**config.mk**
```make
export PLATFORM = sky130hd
export DESIGN_NAME = stroke_rasteriser
export DESIGN_NICKNAME = d
export VERILOG_FILES = /design/src/rtl/stroke_pkg.sv /design/src/rtl/rr_arbiter.sv /design/src/rtl/stroke_rasteriser.sv
export SDC_FILE = /design/constraint.sdc
export NUM_CORES = 1
export LEC_CHECK = 0
export BUFFER_PORTS_ARGS = -buffer_cell sky130_fd_sc_hd__buf_4
export CELL_PAD_IN_SITES_DETAIL_PLACEMENT = 1
export CELL_PAD_IN_SITES_GLOBAL_PLACEMENT = 1
export CORE_UTILIZATION = 49
export DETAILED_ROUTE_END_ITERATION = 6
export PLACE_DENSITY_LB_ADDON = 0.1
export RECOVER_POWER = 100
export SLEW_MARGIN = 10
export SYNTH_ARGS = -nofsm -noshare
export SYNTH_HDL_FRONTEND = slang
export SYNTH_SLANG_ARGS = --single-unit
```
**constraint.sdc**
```tcl
create_clock -name clk_in -period 8.55 [get_ports clk_in]
set_input_delay 0.855 -clock clk_in [delete_from_list [all_inputs] [get_ports clk_in]]
set_output_delay 0.855 -clock clk_in [all_outputs]
set_load 0.05 [all_outputs]
```
**src/rtl/stroke_pkg.sv**
```systemverilog
// Shared types and canvas constants for the stroke rasteriser.
// Contents:
//   CANVAS_H / CANVAS_V - canvas size in scaled pixels
//   PKG_*_W             - default field widths; each coordinate width has one
//                         spare bit so that off-canvas positions can still be
//                         expressed and then clipped
//   stamp_t             - one brush stamp {x, y, color, sw}
//   state_t             - painter FSM state
package stroke_pkg;

    localparam int CANVAS_H    = 320;
    localparam int CANVAS_V    = 180;
    localparam int PKG_X_W     = $clog2(CANVAS_H) + 1;
    localparam int PKG_Y_W     = $clog2(CANVAS_V) + 1;
    localparam int PKG_COLOR_W = 4;
    localparam int PKG_SW_W    = 3;
    localparam int PKG_ADDR_W  = 16;

    typedef struct packed {
        logic [PKG_X_W-1:0]     x;
        logic [PKG_Y_W-1:0]     y;
        logic [PKG_COLOR_W-1:0] color;
        logic [PKG_SW_W-1:0]    sw;
    } stamp_t;

    typedef enum logic {
        ST_IDLE  = 1'b0,
        ST_PAINT = 1'b1
    } state_t;

endpackage

```
**src/rtl/rr_arbiter.sv**
```systemverilog
// Round-robin arbiter for the stroke source channels.
// Ports:
//   clk_in, rst_in  - clock, synchronous active-high reset
//   req_in          - per-channel request
//   accept_in       - strobe: the current grant was taken this cycle
//   grant_out       - one-hot grant, combinational from req_in and pointer
//   grant_idx_out   - binary index of the granted channel (0 when no grant)
// The search starts at the pointer and wraps; after an accepted grant the
// pointer moves to the channel just past the winner, so every requester is
// reached within NUM_CH grants.
module rr_arbiter #(
    parameter int NUM_CH = 2,
    localparam int PTR_W = (NUM_CH > 1) ? $clog2(NUM_CH) : 1
) (
    input  logic              clk_in,
    input  logic              rst_in,
    input  logic [NUM_CH-1:0] req_in,
    input  logic              accept_in,
    output logic [NUM_CH-1:0] grant_out,
    output logic [PTR_W-1:0]  grant_idx_out
);

    localparam logic [PTR_W:0]   NUM_CH_L = (PTR_W + 1)'(NUM_CH);
    localparam logic [PTR_W-1:0] LAST_CH  = PTR_W'(NUM_CH - 1);

    logic [PTR_W-1:0] ptr_q;
    logic [PTR_W-1:0] ptr_d;
    logic [PTR_W:0]   sum;
    logic [PTR_W-1:0] idx;
    logic             found;

    always_comb begin
        grant_out     = '0;
        grant_idx_out = '0;
        found         = 1'b0;
        sum           = '0;
        idx           = '0;
        for (int k = 0; k < NUM_CH; k++) begin
            sum = {1'b0, ptr_q} + (PTR_W + 1)'(k);
            if (sum >= NUM_CH_L) begin
                sum = sum - NUM_CH_L;
            end
            idx = sum[PTR_W-1:0];
            if (!found && req_in[idx]) begin
                found          = 1'b1;
                grant_out[idx] = 1'b1;
                grant_idx_out  = idx;
            end
        end
    end

    always_comb begin
        ptr_d = ptr_q;
        if (accept_in) begin
            ptr_d = (grant_idx_out == LAST_CH) ? '0 : grant_idx_out + 1'b1;
        end
    end

    always_ff @(posedge clk_in) begin
        if (rst_in) begin
            ptr_q <= '0;
        end else begin
            ptr_q <= ptr_d;
        end
    end

endmodule

```
**src/rtl/stroke_rasteriser.sv**
```systemverilog
// N-channel stroke painter: arbitrates between stamp sources and expands each
// accepted stamp into a clipped (sw+1)x(sw+1) square of frame-buffer writes.
// Ports:
//   clk_in, rst_in      - pixel clock, synchronous active-high reset
//   ch_valid_in         - per-channel stamp request
//   ch_x/y/color/sw_in  - packed per-channel stamp fields, channel i at [i*W +: W]
//   ch_ready_out        - one-hot accept, only asserted in IDLE
//   wr_valid_out        - pixel write valid (registered)
//   wr_ready_in         - canvas accepts the write
//   wr_addr_out         - y*H_MAX + x of the pixel
//   wr_color_out        - pixel color
//   busy_out            - high while painting
//
// state    | meaning
// ---------+-----------------------------------------------------------
// ST_IDLE  | arbitrate; accept one stamp per cycle, drop duplicates here
// ST_PAINT | walk the brush square row-major, one pixel slot per cycle
module stroke_rasteriser
    import stroke_pkg::*;
#(
    parameter int NUM_CH  = 2,
    parameter int X_W     = PKG_X_W,
    parameter int Y_W     = PKG_Y_W,
    parameter int COLOR_W = PKG_COLOR_W,
    parameter int SW_W    = PKG_SW_W,
    parameter int H_MAX   = CANVAS_H,
    parameter int V_MAX   = CANVAS_V,
    parameter int ADDR_W  = PKG_ADDR_W
) (
    input  logic                      clk_in,
    input  logic                      rst_in,
    input  logic [NUM_CH-1:0]         ch_valid_in,
    input  logic [NUM_CH*X_W-1:0]     ch_x_in,
    input  logic [NUM_CH*Y_W-1:0]     ch_y_in,
    input  logic [NUM_CH*COLOR_W-1:0] ch_color_in,
    input  logic [NUM_CH*SW_W-1:0]    ch_sw_in,
    output logic [NUM_CH-1:0]         ch_ready_out,
    output logic                      wr_valid_out,
    input  logic                      wr_ready_in,
    output logic [ADDR_W-1:0]         wr_addr_out,
    output logic [COLOR_W-1:0]        wr_color_out,
    output logic                      busy_out
);

    localparam int PTR_W = (NUM_CH > 1) ? $clog2(NUM_CH) : 1;

    localparam logic [ADDR_W-1:0] H_STEP = ADDR_W'(H_MAX);
    localparam logic [X_W:0]      H_LIM  = (X_W + 1)'(H_MAX);
    localparam logic [Y_W:0]      V_LIM  = (Y_W + 1)'(V_MAX);

    logic [NUM_CH-1:0] grant;
    logic [PTR_W-1:0]  gidx;
    logic              transfer;

    state_t               state_q,     state_d;
    logic [X_W-1:0]       x_q,         x_d;
    logic [Y_W-1:0]       y_q,         y_d;
    logic [COLOR_W-1:0]   color_q,     color_d;
    logic [SW_W-1:0]      sw_q,        sw_d;
    logic [SW_W-1:0]      dx_q,        dx_d;
    logic [SW_W-1:0]      dy_q,        dy_d;
    logic [ADDR_W-1:0]    row_base_q,  row_base_d;
    logic                 wr_valid_q,  wr_valid_d;
    logic [ADDR_W-1:0]    wr_addr_q,   wr_addr_d;
    logic [COLOR_W-1:0]   wr_color_q,  wr_color_d;
    logic [NUM_CH-1:0]    last_vld_q,  last_vld_d;
    logic [X_W-1:0]       last_x_q     [NUM_CH];
    logic [X_W-1:0]       last_x_d     [NUM_CH];
    logic [Y_W-1:0]       last_y_q     [NUM_CH];
    logic [Y_W-1:0]       last_y_d     [NUM_CH];
    logic [COLOR_W-1:0]   last_color_q [NUM_CH];
    logic [COLOR_W-1:0]   last_color_d [NUM_CH];
    logic [SW_W-1:0]      last_sw_q    [NUM_CH];
    logic [SW_W-1:0]      last_sw_d    [NUM_CH];

    logic [X_W-1:0]     sel_x;
    logic [Y_W-1:0]     sel_y;
    logic [COLOR_W-1:0] sel_color;
    logic [SW_W-1:0]    sel_sw;
    logic               dup;
    logic [SW_W-1:0]    nx;
    logic [SW_W-1:0]    ny;
    logic [ADDR_W-1:0]  nrow;
    logic [X_W:0]       px;
    logic [Y_W:0]       py;

    rr_arbiter #(
        .NUM_CH (NUM_CH)
    ) u_arb (
        .clk_in        (clk_in),
        .rst_in        (rst_in),
        .req_in        (ch_valid_in),
        .accept_in     (transfer),
        .grant_out     (grant),
        .grant_idx_out (gidx)
    );

    // Ready is masked during reset so nothing is taken while state is forced.
    assign ch_ready_out = (state_q == ST_IDLE && !rst_in) ? grant : '0;
    assign transfer     = |ch_ready_out;

    assign wr_valid_out = wr_valid_q;
    assign wr_addr_out  = wr_addr_q;
    assign wr_color_out = wr_color_q;
    assign busy_out     = (state_q != ST_IDLE);

    always_comb begin
        sel_x     = '0;
        sel_y     = '0;
        sel_color = '0;
        sel_sw    = '0;
        for (int i = 0; i < NUM_CH; i++) begin
            if (grant[i]) begin
                sel_x     = ch_x_in[i*X_W +: X_W];
                sel_y     = ch_y_in[i*Y_W +: Y_W];
                sel_color = ch_color_in[i*COLOR_W +: COLOR_W];
                sel_sw    = ch_sw_in[i*SW_W +: SW_W];
            end
        end
    end

    always_comb begin
        state_d      = state_q;
        x_d          = x_q;
        y_d          = y_q;
        color_d      = color_q;
        sw_d         = sw_q;
        dx_d         = dx_q;
        dy_d         = dy_q;
        row_base_d   = row_base_q;
        wr_valid_d   = wr_valid_q;
        wr_addr_d    = wr_addr_q;
        wr_color_d   = wr_color_q;
        last_vld_d   = last_vld_q;
        last_x_d     = last_x_q;
        last_y_d     = last_y_q;
        last_color_d = last_color_q;
        last_sw_d    = last_sw_q;
        dup          = 1'b0;
        nx           = '0;
        ny           = '0;
        nrow         = '0;
        px           = '0;
        py           = '0;

        case (state_q)
            ST_IDLE: begin
                wr_valid_d = 1'b0;
                if (transfer) begin
                    dup = last_vld_q[gidx]
                        && last_x_q[gidx]     == sel_x
                        && last_y_q[gidx]     == sel_y
                        && last_color_q[gidx] == sel_color
                        && last_sw_q[gidx]    == sel_sw;
                    if (!dup) begin
                        last_vld_d[gidx]   = 1'b1;
                        last_x_d[gidx]     = sel_x;
                        last_y_d[gidx]     = sel_y;
                        last_color_d[gidx] = sel_color;
                        last_sw_d[gidx]    = sel_sw;
                        state_d    = ST_PAINT;
                        x_d        = sel_x;
                        y_d        = sel_y;
                        color_d    = sel_color;
                        sw_d       = sel_sw;
                        dx_d       = '0;
                        dy_d       = '0;
                        // The only multiply: seeds the row base once per stamp.
                        row_base_d = ADDR_W'(sel_y) * H_STEP;
                        wr_addr_d  = row_base_d + ADDR_W'(sel_x);
                        wr_color_d = sel_color;
                        wr_valid_d = ({1'b0, sel_x} < H_LIM) && ({1'b0, sel_y} < V_LIM);
                    end
                end
            end

            ST_PAINT: begin
                // A clipped slot has valid low and so always advances.
                if (!wr_valid_q || wr_ready_in) begin
                    if (dx_q == sw_q && dy_q == sw_q) begin
                        state_d    = ST_IDLE;
                        wr_valid_d = 1'b0;
                    end else begin
                        if (dx_q == sw_q) begin
                            nx   = '0;
                            ny   = dy_q + 1'b1;
                            nrow = row_base_q + H_STEP;
                        end else begin
                            nx   = dx_q + 1'b1;
                            ny   = dy_q;
                            nrow = row_base_q;
                        end
                        px         = {1'b0, x_q} + (X_W + 1)'(nx);
                        py         = {1'b0, y_q} + (Y_W + 1)'(ny);
                        dx_d       = nx;
                        dy_d       = ny;
                        row_base_d = nrow;
                        wr_addr_d  = nrow + ADDR_W'(px);
                        wr_valid_d = (px < H_LIM) && (py < V_LIM);
                    end
                end
            end

            default: begin
                state_d    = ST_IDLE;
                wr_valid_d = 1'b0;
            end
        endcase
    end

    always_ff @(posedge clk_in) begin
        if (rst_in) begin
            state_q    <= ST_IDLE;
            x_q        <= '0;
            y_q        <= '0;
            color_q    <= '0;
            sw_q       <= '0;
            dx_q       <= '0;
            dy_q       <= '0;
            row_base_q <= '0;
            wr_valid_q <= 1'b0;
            wr_addr_q  <= '0;
            wr_color_q <= '0;
            last_vld_q <= '0;
        end else begin
            state_q      <= state_d;
            x_q          <= x_d;
            y_q          <= y_d;
            color_q      <= color_d;
            sw_q         <= sw_d;
            dx_q         <= dx_d;
            dy_q         <= dy_d;
            row_base_q   <= row_base_d;
            wr_valid_q   <= wr_valid_d;
            wr_addr_q    <= wr_addr_d;
            wr_color_q   <= wr_color_d;
            last_vld_q   <= last_vld_d;
            last_x_q     <= last_x_d;
            last_y_q     <= last_y_d;
            last_color_q <= last_color_d;
            last_sw_q    <= last_sw_d;
        end
    end

endmodule

```
==> flow_summary.json <==
{
  "core_area_um2": 14000,
  "hpwl_um": 16400,
  "place_area_um2": 7780,
  "grt_pass1_vias": 6404,
  "drt_wl_total_um": 22800,
  "synth_top_area_share": 0.221,
  "synth_area_per_cell_um2": 9.31,
  "netlist_instances": 759,
  "cp-start-kind": "input pin",
  "r2r-start": "u_arb.ptr_q$_SDFFE_PP0N_",
  "hold_path.class": "reg2reg",
  "cts.sinks": 115,
  "dieArea_um2": 14900,
  "ff2ff_setup_slack_ps": 2420,
  "synth_edf_count": 52,
  "holdCritStartpoint": "last_vld_q[0]$_SDFFE_PP0P_",
  "final_max_slew_viol_count": 89,
  "drive_gt1_frac": 0.140,
  "cts_resized": 0,
  "antenna_found_initial": 1,
  "grt_pass1_wl_um": 35700,
  "dieHeight_um": 122,
  "synthTopCellsByCount": "89 x nor2_1, 63 x dfxtp_1, 52 x edfxtp_1",
  "status": "complete, but fails checks",
  "clock_path_buffers": 2,
  "post-cts-setup-buffers": 0,
  "crit_chain": "clkbuf_1 > nor2b_1 > nor2_2 > clkbuf_1 > a22oi_1 > inv_1 > a21oi_1 > nor4_1 > nand4_1 > nor4_4 > clkbuf_1 > nor3_1 > clkbuf_1",
  "violations": "capacitance limit, slew limit",
  "synth.cell_area_um2": 7070,
  "die_w_um": 122,
  "reg2reg_depth": 12,
  "critical_path.max_fanout": 24,
  "slowest_delay_ps": 1330,
  "relSlewSlack": -0.356,
  "yosys_warnings": 0,
  "drt_drc_violations_left": 0,
  "dp.cells": 983,
  "max-cap-violations": 4,
  "vias_per_cell": 6.15,
  "finalNonFillerCells": 1016,
  "first_iter_violations": 432,
  "synth_top_area_cell": "edfxtp_1",
  "num_rows": 43,
  "portBuffers": 80,
  "synth.net_count": 844,
  "finalCoreUtilization": 0.589,
  "r2r-end": "last_y_q[2]$_DFFE_PP_",
  "required_ps": 8590,
  "hold_depth": 1,
  "crit_path_top_delay_cell": "nor3_1",
  "ctsRootBufferMaster": "clkbuf_16",
  "ir_drop_uv": 165,
  "tightest_slew_ps": 2030,
  "antenna_left": 0,
  "antenna_cells": 0,
  "critPathArrivalTime_ps": 6540,
  "fillers": 1607,
  "wire_per_inst_um": 22.4,
  "setup_tns_ps": 0,
  "rsz0062_at_grt": "false",
  "synth.ff_latch_count": 115,
  "synth.most_common_cell": "nor2_1",
  "pin_count": 81,
  "finalCritPeriodShare": 0.760,
  "min_to": "last_vld_q[0]$_SDFFE_PP0P_",
  "setup.worst_path.end_class": "register",
  "routabilityCongestion": 0.953,
  "synth_area_leaders": "edfxtp_1 22%, dfxtp_1 18%, xnor2_1 6.1%",
  "syn_to_final_growth_pct": 16.6,
  "cts_tree": "done",
  "grt_max_degree": 53,
  "clock_skew_ps": 6.08,
  "initial_core_util": 0.505,
  "path_class": "in2reg",
  "crit_top_cell": "clkbuf_1",
  "regArea_um2": 2820,
  "hold_viol": 0,
  "num_vias": 6248,
  "finalSetupViolations": 0,
  "nets": 908,
  "fmax_mhz": 154,
  "gr-total-overflow": 0,
  "final_area_um2": 8240,
  "clk_latency_ps": 420,
  "power.density_nw_per_um2": 240,
  "synth_flop_cell": "dfxtp_1",
  "ys_types": 69,
  "multi_input_area_um2": 3860,
  "ys_seq_area_frac": 0.399,
  "clk_pin_slew_ps": 60,
  "postCtsHoldBufs": 0,
  "period_needed_ps": 6490,
  "cts_buffers": 17,
  "async_reset_ff_frac": 0,
  "dr.pass1.iters": 5,
  "p_leak_nw": 3.26,
  "grt_usage": 0.322,
  "htreeDepth": 4
}
-- through the flow --
| stage | total power [mW] | hold WS [ps] | setup slack [ps] |
|---|---|---|---|
| floorplan | 1.06 | 434 | 3340 |
| global placement | 1.21 | 458 | 3740 |
| detailed placement | 1.23 | 461 | 3570 |
| CTS | 2.00 | 475 | 3520 |
| global route | 2.05 | 502 | 1660 |
| finish | 1.97 | 479 | 2060 |
-- sequential cells by signal, indices dropped and copies added, names as in the netlist, 4 cells and up --
register,cells
last_x_q,20
last_y_q,18
wr_addr_out,16
row_base_q,10
x_q,10
y_q,9
last_color_q,8
last_sw_q,6
wr_color_out,4
-- layout by cell type, fill, tap and decap left out, types with 16 or more instances in the layout --
| cell | Yosys | layout |
|---|---|---|
| nand3_1 | 26 | 26 |
| nor2_1 | 89 | 89 |
| clkbuf_16 | 0 | 17 |
| a21oi_1 | 36 | 36 |
| nand2_1 | 46 | 46 |
| xnor2_1 | 49 | 49 |
| nor3_1 | 23 | 23 |
| buf_4 | 4 | 60 |
| edfxtp_1 | 52 | 52 |
| clkbuf_1 | 26 | 29 |
| and3_1 | 16 | 16 |
| xor2_1 | 25 | 25 |
| ha_1 | 25 | 25 |
| inv_1 | 29 | 31 |
| a211oi_1 | 15 | 17 |
| o21ai_0 | 32 | 33 |
| mux2i_1 | 29 | 29 |
| dfxtp_1 | 63 | 63 |
-- worst max path at each step --
stage | slack, ps | to | from | cells after the start
floorplan | 3340 | last_color_q[0]$_DFFE_PP_ | ch_valid_in[0] | 7
finish | 2060 | last_y_q[2]$_DFFE_PP_ | ch_valid_in[0] | 13
global placement | 3740 | wr_addr_out[13]$_SDFFE_PP0P_ | dx_q[0]$_SDFFE_PP0P_ | 18
detailed placement | 3570 | last_color_q[6]$_DFFE_PP_ | ch_valid_in[1] | 11
CTS | 3520 | wr_addr_out[13]$_SDFFE_PP0P_ | dx_q[0]$_SDFFE_PP0P_ | 18
global route | 1660 | last_color_q[4]$_DFFE_PP_ | ch_valid_in[0] | 13
-- cells by family (layout without fill, tap and decap cells) --
| group | Yosys count | in the layout | share of synthesized area |
|---|---|---|---|
| simple gates | 242 | 242 | 0.164 |
| compound gates | 185 | 185 | 0.192 |
| flops | 115 | 115 | 0.399 |
| buf+inv | 77 | 154 | 0.0460 |
| xor+xnor | 74 | 74 | 0.0917 |
| mux | 35 | 35 | 0.0506 |
| fa+ha+maj | 30 | 30 | 0.0556 |
| other cells | 1 | 1 | 0.000531 |
-- final cells by class --
cell class	instances	share of cell area
tap	180	0.0273
clock inverter	15	0.0252
multi-input combinational	567	0.469
clock buffer	17	0.0516
inverter	32	0.0146
sequential	115	0.342
timing repair buffer	90	0.0703
-- worst max-delay path, delay by kind of cell --
family | cells | cell delay [ps]
AND/OR/NAND/NOR | 6 | 2340
buffers and inverters | 5 | 2310
AO/OA/AOI/OAI | 2 | 1000
-- metal layers --
layer	GRT usage	part of all wire
met1	0.391	0.42
met2	0.558	0.50
met3	0.0538	0.045
met4	0.140	0.031
met5	0	0
-- where the power goes --
group	internal (mW)	switching, mW
Combinational	0.188	0.340
Clock	0.489	0.275
Sequential	0.632	0.0515
(Power assumes the default switching activity.)
